[config.mk]
export PLATFORM = sky130hd
export DESIGN_NAME = psw_ctrl
export DESIGN_NICKNAME = d
export VERILOG_FILES = /design/src/rtl/psw_ctrl_pkg.sv /design/src/rtl/psw_ctrl_arb.sv /design/src/rtl/psw_ctrl.sv
export SDC_FILE = /design/constraint.sdc
export NUM_CORES = 1
export LEC_CHECK = 0
export ABC_AREA = 0
export BUFFER_PORTS_ARGS = -buffer_cell sky130_fd_sc_hd__buf_4
export CORE_ASPECT_RATIO = 1.1
export CORE_MARGIN = 2
export CORE_UTILIZATION = 43
export CTS_CLUSTER_DIAMETER = 100
export DETAILED_ROUTE_END_ITERATION = 10
export PLACE_DENSITY = 0.81
export SYNTH_ARGS = -nofsm -noshare
export SYNTH_HDL_FRONTEND = slang
export SYNTH_SLANG_ARGS = --single-unit
[constraint.sdc]
create_clock -name clk -period 2.4 [get_ports clk]
set_input_delay 0.48 -clock clk [delete_from_list [all_inputs] [get_ports clk]]
set_output_delay 0.48 -clock clk [all_outputs]
set_load 0.005 [all_outputs]
[src/rtl/psw_ctrl_pkg.sv]
// Shared definitions for the PSW write controller: bit positions, FSM states,
// requester identifiers and the J/K pulse helper.
package psw_ctrl_pkg;

    localparam int PSW_W   = 16;
    localparam int C_BIT   = 0;
    localparam int V_BIT   = 1;
    localparam int Z_BIT   = 2;
    localparam int N_BIT   = 3;
    localparam int IE_BIT_DEF = 4;
    localparam logic [PSW_W-1:0] RO_MASK_DEF = 16'h0000;
    localparam int NUM_REQ = 4;

    typedef enum logic [1:0] {
        ST_IDLE     = 2'd0,
        ST_DRIVE    = 2'd1,
        ST_IRQ_SAVE = 2'd2,
        ST_IRQ_MASK = 2'd3
    } state_t;

    // Index order is also priority order: lower index wins.
    typedef enum logic [1:0] {
        REQ_IRQ = 2'd0,
        REQ_RTI = 2'd1,
        REQ_SW  = 2'd2,
        REQ_ALU = 2'd3
    } req_id_t;

    typedef struct packed {
        logic [PSW_W-1:0] j;
        logic [PSW_W-1:0] k;
    } jk_t;

    // Drive each enabled bit towards its value in val; J and K are disjoint by construction.
    function automatic jk_t jk_load(input logic [PSW_W-1:0] val, input logic [PSW_W-1:0] en);
        jk_t res;
        res.j = val & en;
        res.k = ~val & en;
        return res;
    endfunction

endpackage

[src/rtl/psw_ctrl_arb.sv]
// Fixed-priority grant generator; grants only while the controller is idle.
module psw_ctrl_arb
    import psw_ctrl_pkg::*;
(
    input  logic               en,
    input  logic [NUM_REQ-1:0] vld,
    output logic [NUM_REQ-1:0] gnt
);

    // One-hot grant to the lowest-index valid requester.
    always_comb begin
        gnt = 4'b0000;
        if (en) begin
            if (vld[REQ_IRQ]) begin
                gnt[REQ_IRQ] = 1'b1;
            end else if (vld[REQ_RTI]) begin
                gnt[REQ_RTI] = 1'b1;
            end else if (vld[REQ_SW]) begin
                gnt[REQ_SW] = 1'b1;
            end else if (vld[REQ_ALU]) begin
                gnt[REQ_ALU] = 1'b1;
            end else begin
                gnt = 4'b0000;
            end
        end else begin
            gnt = 4'b0000;
        end
    end

endmodule

[src/rtl/psw_ctrl.sv]
// PSW write sequencer: arbitrates flag/SW/RTI/IRQ writers and turns each grant
// into one-cycle J/K pulses for the JK-flop PSW bank.
module psw_ctrl
    import psw_ctrl_pkg::*;
#(
    parameter int          IE_BIT  = IE_BIT_DEF,
    parameter logic [15:0] RO_MASK = RO_MASK_DEF,
    parameter int          FLAG_W  = 4
) (
    input  logic              clk,
    input  logic              clr_n,
    input  logic [15:0]       psw_q,
    input  logic              irq_vld,
    output logic              irq_rdy,
    input  logic              rti_vld,
    input  logic [15:0]       rti_word,
    output logic              rti_rdy,
    input  logic              sw_vld,
    input  logic              sw_set,
    input  logic [15:0]       sw_mask,
    output logic              sw_rdy,
    input  logic              alu_vld,
    input  logic [FLAG_W-1:0] alu_mask,
    input  logic [FLAG_W-1:0] alu_flags,
    output logic              alu_rdy,
    output logic [15:0]       j,
    output logic [15:0]       k,
    output logic [15:0]       saved_psw,
    output logic              saved_vld,
    output logic              busy
);

    localparam logic [15:0] IE_ONEHOT = 16'h0001 << IE_BIT;

    state_t             state_r;
    state_t             next_state_s;
    logic [15:0]        j_r;
    logic [15:0]        k_r;
    logic [15:0]        saved_psw_r;
    logic               saved_vld_r;
    logic [NUM_REQ-1:0] vld_s;
    logic [NUM_REQ-1:0] gnt_s;
    jk_t                grant_jk_s;
    jk_t                next_jk_s;
    logic               next_save_s;

    assign vld_s[REQ_IRQ] = irq_vld;
    assign vld_s[REQ_RTI] = rti_vld;
    assign vld_s[REQ_SW]  = sw_vld;
    assign vld_s[REQ_ALU] = alu_vld;

    psw_ctrl_arb u_arb (
        .en  (state_r == ST_IDLE),
        .vld (vld_s),
        .gnt (gnt_s)
    );

    assign irq_rdy = gnt_s[REQ_IRQ];
    assign rti_rdy = gnt_s[REQ_RTI];
    assign sw_rdy  = gnt_s[REQ_SW];
    assign alu_rdy = gnt_s[REQ_ALU];

    // J/K image for a generic (non-IRQ) grant; read-only bits are protected for SW and RTI only.
    always_comb begin
        grant_jk_s = '0;
        if (gnt_s[REQ_RTI]) begin
            grant_jk_s = jk_load(rti_word, ~RO_MASK);
        end else if (gnt_s[REQ_SW]) begin
            grant_jk_s = jk_load(sw_set ? 16'hFFFF : 16'h0000, sw_mask & ~RO_MASK);
        end else if (gnt_s[REQ_ALU]) begin
            grant_jk_s = jk_load({{(16-FLAG_W){1'b0}}, alu_flags},
                                 {{(16-FLAG_W){1'b0}}, alu_mask});
        end else begin
            grant_jk_s = '0;
        end
    end

    // Next-state and next-pulse decode.
    always_comb begin
        next_state_s = state_r;
        next_jk_s    = '0;
        next_save_s  = 1'b0;
        case (state_r)
            ST_IDLE: begin
                if (gnt_s[REQ_IRQ]) begin
                    next_state_s = ST_IRQ_SAVE;
                    next_save_s  = 1'b1;
                end else if (|gnt_s) begin
                    next_state_s = ST_DRIVE;
                    next_jk_s    = grant_jk_s;
                end else begin
                    next_state_s = ST_IDLE;
                end
            end
            ST_DRIVE: begin
                next_state_s = ST_IDLE;
            end
            ST_IRQ_SAVE: begin
                // IE is cleared unconditionally, even if it is already 0.
                next_state_s = ST_IRQ_MASK;
                next_jk_s.k  = IE_ONEHOT;
            end
            ST_IRQ_MASK: begin
                next_state_s = ST_IDLE;
            end
            default: begin
                next_state_s = ST_IDLE;
            end
        endcase
    end

    // State, pulse and snapshot registers; the snapshot is taken on the IRQ grant edge.
    always_ff @(posedge clk or negedge clr_n) begin
        if (!clr_n) begin
            state_r     <= ST_IDLE;
            j_r         <= 16'h0000;
            k_r         <= 16'h0000;
            saved_psw_r <= 16'h0000;
            saved_vld_r <= 1'b0;
        end else begin
            state_r     <= next_state_s;
            j_r         <= next_jk_s.j;
            k_r         <= next_jk_s.k;
            saved_vld_r <= next_save_s;
            if (next_save_s) begin
                saved_psw_r <= psw_q;
            end else begin
                saved_psw_r <= saved_psw_r;
            end
        end
    end

    assign j         = j_r;
    assign k         = k_r;
    assign saved_psw = saved_psw_r;
    assign saved_vld = saved_vld_r;
    assign busy      = (state_r != ST_IDLE);

endmodule
Yosys cells after proc, flatten, opt, wreduce, memory -nomap -nowiden
Cells that the tools add are included.

word-level totals
  register bits = 51
  bits of input ports = 63
  output and inout bits = 54

operators by class
  equal/unequal tests = 3
  muxes and demuxes = 21
  bitwise logic cells = 7
  reductions and logical operators = 4

operators by type and width
  cell                                                             count
  32-bit 2-to-1 mux                                                4
  16-bit AND                                                       2
  16-bit 2-to-1 mux                                                2
  16-bit inverter                                                  2
  16-bit one-hot mux with 2 select lines                           1
  20-bit 2-to-1 mux                                                1
  16-bit by 4-bit AND with 16-bit output                           1
  4-bit inverter with 16-bit output                                1
  1-bit 2-to-1 mux                                                 8
  2-bit one-hot mux with 3 select lines                            1
  4-bit AND                                                        1
  2-bit == test, second input constant                             2
  2-bit 2-to-1 mux                                                 2
  4-bit 2-to-1 mux                                                 1
  4-bit OR reduction                                               1
  3-bit 2-to-1 mux                                                 1
  2-bit by 1-bit == test with 1-bit output, second input constant  1
  2-bit zero test                                                  1
  2-bit nonzero test                                               1
  2-bit OR reduction                                               1

Longest topological paths before layout
Gate-level depths: netlist of the first run.

  word-level depth = 11
  mapped depth = 5
  depth with buffers taken out = 4

By module
Synthesis of the first run repeated with hierarchy kept, for this count alone.

second synthesis, totals
  cells, all modules = 211
  area, all modules = 2,304.7 um^2

modules (own cells, without submodules)
  module        times used  cells an instance  area each (um^2)
  psw_ctrl      1           205                2,244.7
  psw_ctrl_arb  1           6                  60.1

Worst setup path before layout of the first run
OpenSTA, ideal clock, no wires.

  path kind = input-to-output
  start point = input port irq_vld
  end point = output port rti_rdy
  arrival time = 1,484 ps
  path slack = 436 ps
  stages = 4
  path buffers = 2
  path through = or4b_1 buf_2 inv_1 buf_2

between the ends
  longest elaborated chain between the ends = 2

RTL lines
  item              RTL line            text
  from (decl)       psw_ctrl.sv:13      input logic irq_vld,
  3-bit 2-to-1 mux  psw_ctrl_arb.sv:14  if (vld[REQ_IRQ]) begin
  4-bit 2-to-1 mux  psw_ctrl_arb.sv:13  if (en) begin
  to (decl)         psw_ctrl.sv:17      output logic rti_rdy,

No other way between the ends.

Final worst setup path of the first run
  start point = register state_r[1]
  end point = output port alu_rdy

between the ends
  longest elaborated chain between the ends = 2

RTL lines
  item                    RTL line            text
  from (decl)             psw_ctrl.sv:35      state_t state_r;
  from (signal assigned)  psw_ctrl.sv:121     state_r <= next_state_s;
  2-bit zero test         psw_ctrl.sv:53      .en (state_r == ST_IDLE),
  4-bit 2-to-1 mux        psw_ctrl_arb.sv:13
  to (decl)               psw_ctrl.sv:25      output logic alu_rdy,

No other way between the ends.

==> flow_summary.ini, run 1 <==
[run_status]
status = finished, final reports clean

[placement]
placed_area_mm2 = 0.002968
place_ws_ns = 0.3430
gp_congestion = 0.8102
io_buffer_count = 116
place_hpwl_um = 4057

[power]
leakage_nw = 1.579
peakVddDrop_v = 0.0004043
p_per_area_mw_per_mm2 = 838.2

[sta]
max-slew-margin-rel_pct = 58.36
hold_viol_final = 0
max_freq_mhz = 464.3
period_share_pct = 89.75
slew_viol_final = 0
rsz0062_at_grt = false
tns_ns = 0
fin_ws_ns = 0.2461
finalSetupViolCount = 0
whs_ns = 0.1952
period_needed_ns = 2.154
clock_skew_ns = 0.006005
worstMarginPinSlew_ns = 0.6246

[flow_run]
drv_cap = 0

[setup_path]
critPathRequiredTime_ns = 1.92
crit_buf_inv = 1
cp_top_family = simple AND/OR/NAND/NOR gates
worstPathArrival_ns = 1.67
path_class = reg -> out
cp_slowest_cell = or4_1
cp_max_fo = 7
ff2ff_setup_slack_ns = 0.55
cp-start-kind = register
crit_path_max_incr_delay_ns = 0.65
crit_path_end_kind = output port
worstPathCellList = or4_1 -> nor2_1 -> buf_4

[synthesis]
yosysWarnings = 0
syn_area_per_cell_um2 = 13.71
synthesis.instances = 148
ys_seq_elements = 51
netlist_area_mm2 = 0.002029
synth-seq-area-share_pct = 62.89
synthDistinctLibCells = 29
synth_fp_nets = 211

[grt]
grt_util_all_layers_pct = 20.73
first_global_vias = 1809
grt_pass1_wl_um = 8769
antenna_found_initial = 0
grt_max_degree = 52
grt_overflow = 0

[floorplan]
die_w_um = 69.50
dieArea_mm2 = 0.005285
io_pins = 117
die_y_um = 76.05
row_count = 26
initial_core_util_pct = 44.24
core_mm2 = 0.004587

[final_layout]
insertedDiodeCount = 0
final_cell_mix = buf_4, dfrtp_1, mux2_2
post-route-util_pct = 66.48
layout_commonest_cell = buf_4
fin_area_mm2 = 0.003049
area_delta_synth_final_pct = 50.25
nets = 331
drive_gt1_share_pct = 55.02

[clocking]
clock_latency_ns = 0.30
clock_path_buffers = 2
cts.sink_count = 51
cts_setup_buffers = 0
clk_pin_slew_ns = 0.09
post_cts_resized = 0
cts_hold_buf = 0
cts_root_buf = clkbuf_8
cts_tree = yes
cts_made_buffers = 5
htree_num_levels = 2

[routing]
drc = 0
num_vias = 1747
dr.pass1.iters = 4
wire_per_inst_um = 16.47
via_per_inst = 5.375
wirelength_um = 5352
drtIter0Drc = 124
antenna_left = 0

[worst_hold_path]
hp-class = in -> async
path summary, 6_finish.rpt:
path / startpoint / cells after the start / endpoint
worst min register to register: saved_psw[15] / 1 / saved_psw[15]
min in group clk: rti_word[13] / 2 / k[13]
worst max register to register: state_r[1] / 4 / k[7]
worst min-delay path: clr_n / 1 / k[8]
worst max-delay path: state_r[1] / 3 / alu_rdy
max in group asynchronous: clr_n / 1 / saved_psw[1]
registers in the layout, indices dropped and copies added (netlist names):
| signal | flops |
|---|---|
| j | 16 |
| k | 16 |
| saved_psw | 16 |
| saved_vld | 1 |
| state_r | 2 |
final cells by class:
class,count,area [um2]
Fill cell,375,1538
Sequential cell,51,1276
Inverter,7,26.28
Multi-Input combinational cell,81,679.4
Timing Repair Buffer,122,915.9
Clock inverter,1,5.005
Tap cell,56,70.07
Clock buffer,7,76.32
cells by family after synthesis:
kind of cell	synth area share [%]
buffers and inverters	3.637
multiplexers	8.878
AND/OR/NAND/NOR	9.064
AO/OA/AOI/OAI	15.54
flip-flops	62.89
worst register-to-register path: cells and delay by family (launching register included):
kind / cells / cell delay (ns)
DFF: 1 / 0.45
buffers and inverters: 1 / 0.26
and+or+nand+nor: 2 / 0.92
AOI/OAI and AO/OA: 1 / 0.15
metal layers:
layer | wire [um] | global-route usage (%)
met5 | 0 | 0
met1 | 2138 | 25.02
met4 | 170 | 10.39
met2 | 2794 | 36.15
met3 | 248 | 2.778
per-stage QoR:
stage               power [mW]  instances
floorplan                1.570        148
global placement         2.089        317
detailed placement       2.121        317
CTS                      2.582        325
global route             2.709        325
finish                   2.556        325
synth_stat cells:
cell type	n	area share, %
a211o_1	4	1.7
a211oi_1	3	1.1
a221o_1	1	0.49
a22o_1	12	5.2
a311oi_1	1	0.43
a41oi_1	3	1.3
and2_1	1	0.31
and3_1	2	0.62
buf_2	5	1.2
buf_6	1	0.55
clkbuf_1	3	0.55
dfrtp_1	51	63
inv_1	7	1.3
mux2_2	16	8.9
nand2b_1	1	0.31
nand4_1	5	1.5
nor2_1	8	1.5
nor2b_1	1	0.31
nor3_1	1	0.25
nor3b_4	1	0.92
nor4_1	4	1.2
nor4_2	1	0.62
o21ai_0	1	0.25
o2bb2ai_1	10	4.3
o2bb2ai_2	1	0.74
or2_2	1	0.31
or3_1	1	0.31
or4_1	1	0.37
or4b_1	1	0.49
power by group:
part           total (mW)  switching (mW)  internal (mW)
combinational       0.893           0.335          0.558
sequential           1.19           0.114           1.08
clock               0.469           0.264          0.205
total                2.56           0.713           1.84
No activity file was read; power rests on OpenSTA's default activity.
==> run 2: changes to the inputs <==
--- a/config.mk
+++ b/config.mk
@@ -6,9 +6,9 @@
 export NUM_CORES = 1
 export LEC_CHECK = 0
-export ABC_AREA = 0
+export ABC_AREA = 1
 export BUFFER_PORTS_ARGS = -buffer_cell sky130_fd_sc_hd__buf_4
 export CORE_ASPECT_RATIO = 1.1
 export CORE_MARGIN = 2
-export CORE_UTILIZATION = 43
+export CORE_UTILIZATION = 45
 export CTS_CLUSTER_DIAMETER = 100
 export DETAILED_ROUTE_END_ITERATION = 10
==> constraint.sdc (replaced) <==
create_clock -name clk -period 2.4 [get_ports clk]
set_input_delay 0 -clock clk [delete_from_list [all_inputs] [get_ports clk]]
set_output_delay 0 -clock clk [all_outputs]
set_load 0.005 [all_outputs]
==> run 2 against run 1 <==
Effect of this change: global-route usage grew 3.9 points; worst setup slack improved by 0.0058 ns; cell count rose by 54%; combinational power is 22% higher; maximum frequency is 0.27% higher; non-clock buffer count up 46; first-iteration DRC count is 48% higher; critical path type is now reg -> reg; largest power group unchanged.
==> flow_summary.ini, run 2 <==
[run_status]
status = finished, final reports clean

[grt]
antenna_found_initial = 0
grt_util_all_layers_pct = 24.65
grt_max_degree = 52
first_global_vias = 2379
grt_pass1_wl_um = 10800
grt_overflow = 0

[setup_path]
cp-start-kind = register
worst-r2r-cell-count = 6
critPathCapture = k[8]
path_class = reg -> reg
timing.rr.end = k[8]
cp_max_fo = 28
cp_slowest_cell = dlygate4sd3_1
worstPathArrival_ns = 2.38
worstPathCellList = nor2_4 -> nand2_2 -> nor2_8 -> nand3_1 -> a21oi_1 -> dlygate4sd3_1
worstReg2RegStart = state_r[1]
critPathRequiredTime_ns = 2.63
crit_path_end_kind = register
crit_path_max_incr_delay_ns = 0.57
ff2ff_setup_slack_ns = 0.25
startpoint = state_r[1]

[placement]
gp_congestion = 0.8227
dp.cells = 442
place_hpwl_um = 4144
io_buffer_count = 116

[sta]
max-slew-margin-rel_pct = 58.73
whs_ns = 0.02114
clock_skew_ns = 0.003240
rsz0062_at_grt = false
hold_viol_final = 0
max_freq_mhz = 465.5
slew_viol_final = 0
tns_ns = 0
period_share_pct = 89.50
finalSetupViolCount = 0
period_needed_ns = 2.148
worstMarginPinSlew_ns = 0.6191

[routing]
wirelength_um = 6794
num_vias = 2412
drc = 0
dr.pass1.iters = 6
drtIter0Drc = 183
via_per_inst = 4.814
wire_per_inst_um = 13.56
antenna_left = 0

[flow_run]
drv_cap = 0

[synthesis]
synth_compound_area_share_pct = 5.005
synthSimpleGateAreaFrac_pct = 30.20
synth_xor_area_share_pct = 0
synthDistinctLibCells = 19
synth_top_cell_area_share_pct = 55.50
synth_top_family_by_area = simple AND/OR/NAND/NOR gates
yosysWarnings = 0
synth-seq-area-share_pct = 55.50
synth-main-ff-cell = dfrtp_1
synth_fp_nets = 342
yosysTopAreaCell = dfrtp_1
synth_fa_ha_area_share_pct = 0
netlist_area_mm2 = 0.002300
yosysMostFrequentCell = nand2_1
ys_top_cells_by_area = dfrtp_1, nand2_1, nand3_1
ys_seq_elements = 51
syn_area_per_cell_um2 = 8.243
synthesis.instances = 279
async_reset_ff_share_pct = 100.0
synth_common_cells = nand2_1, dfrtp_1, nand3_1
muxShareOfSynthArea_pct = 0
synth_edf_count = 0

[power]
power.total_mw = 2.878
p_per_area_mw_per_mm2 = 757.7
peakVddDrop_v = 0.0004074
leakage_nw = 2.200

[floorplan]
io_pins = 117
die_y_um = 78.98
dieArea_mm2 = 0.005699
row_count = 27
initial_core_util_pct = 46.31
core_mm2 = 0.004966
die_w_um = 72.16

[final_layout]
nets = 505
layout_commonest_cell = buf_4
area_delta_synth_final_pct = 65.18
final_cell_mix = buf_4, nand2_1, dlygate4sd3_1, dfrtp_1, nand3_1
drive_gt1_share_pct = 31.00
final_cell_count_no_fill = 501

[clocking]
clock_path_buffers = 2
clock_latency_ns = 0.29
cts_root_buf = clkbuf_8
cts.sink_count = 51
cts_made_buffers = 5
clk_pin_slew_ns = 0.09
htree_num_levels = 2
cts_tree = yes

[worst_hold_path]
hp-class = in -> reg
-- run 2: final cells by class --
cell class | count | area [um2]
Tap cell | 58 | 72.57
Inverter | 37 | 138.9
Multi-Input combinational cell | 179 | 817.0
Antenna cell | 1 | 2.502
Clock buffer | 6 | 72.57
Clock inverter | 1 | 30.03
Sequential cell | 51 | 1276
Timing Repair Buffer | 168 | 1389
Fill cell | 353 | 1167
-- run 2: worst min path at each step --
stage / depth (start not counted) / to / start / slack [ns]
after floorplan: 0 / j[0] / clr_n / -0.30
after global placement: 1 / saved_psw[0] / clr_n / 0.06
after detailed placement: 1 / saved_psw[0] / clr_n / 0.06
after CTS: 3 / j[10] / rti_word[10] / 0.002
after global routing: 3 / j[10] / rti_word[10] / 0.02
final: 3 / j[10] / rti_word[10] / 0.02
-- run 2: kinds of logic after synthesis --
kind of cell | after synthesis
AO/OA/AOI/OAI | 23
buffers and inverters | 49
flip-flops | 51
AND/OR/NAND/NOR | 156
-- run 2: routing by layer --
layer | vias up | routed length (um) | global-route usage (%)
li1 | 1189 | - | -
met1 | 1103 | 2666 | 29.23
met2 | 102 | 3570 | 42.29
met3 | 18 | 376 | 5.457
met4 | 0 | 180 | 11.13
met5 | - | 0 | 0
-- run 2: where the power goes --
| part | internal (mW) | switching [mW] | total, mW |
|---|---|---|---|
| Sequential | 1.10 | 0.124 | 1.22 |
| Combinational | 0.563 | 0.527 | 1.09 |
| Clock | 0.306 | 0.261 | 0.567 |
-- run 2: worst max-delay path: cells and delay by family, from the launching register on --
| kind | cells | cell delay (ns) |
|---|---|---|
| AOI/OAI and AO/OA | 1 | 0.17 |
| and+or+nand+nor | 4 | 0.93 |
| buffers and inverters | 1 | 0.57 |
| DFF | 1 | 0.41 |
-- run 2: through the flow --
| step | instance area [um2] | utilization (%) | setup slack, ns |
|---|---|---|---|
| 2_1_floorplan | 2300 | - | 1.205 |
| 3_3_place_gp | 3176 | 63.95 | 0.8278 |
| 3_5_place_dp | 3176 | 63.95 | 0.7583 |
| 4_1_cts | 3789 | 76.29 | 0.2413 |
| 5_1_grt | 3796 | 76.44 | 0.07006 |
| 6_report | 3799 | 76.49 | 0.2519 |
-- run 2: timing repair --
action,CTS,global route
hold buffers,51,0
resized for setup,0,1
endpoints found under the setup margin,0,1
hold endpoints to repair,97,0
buffers inserted,0,0
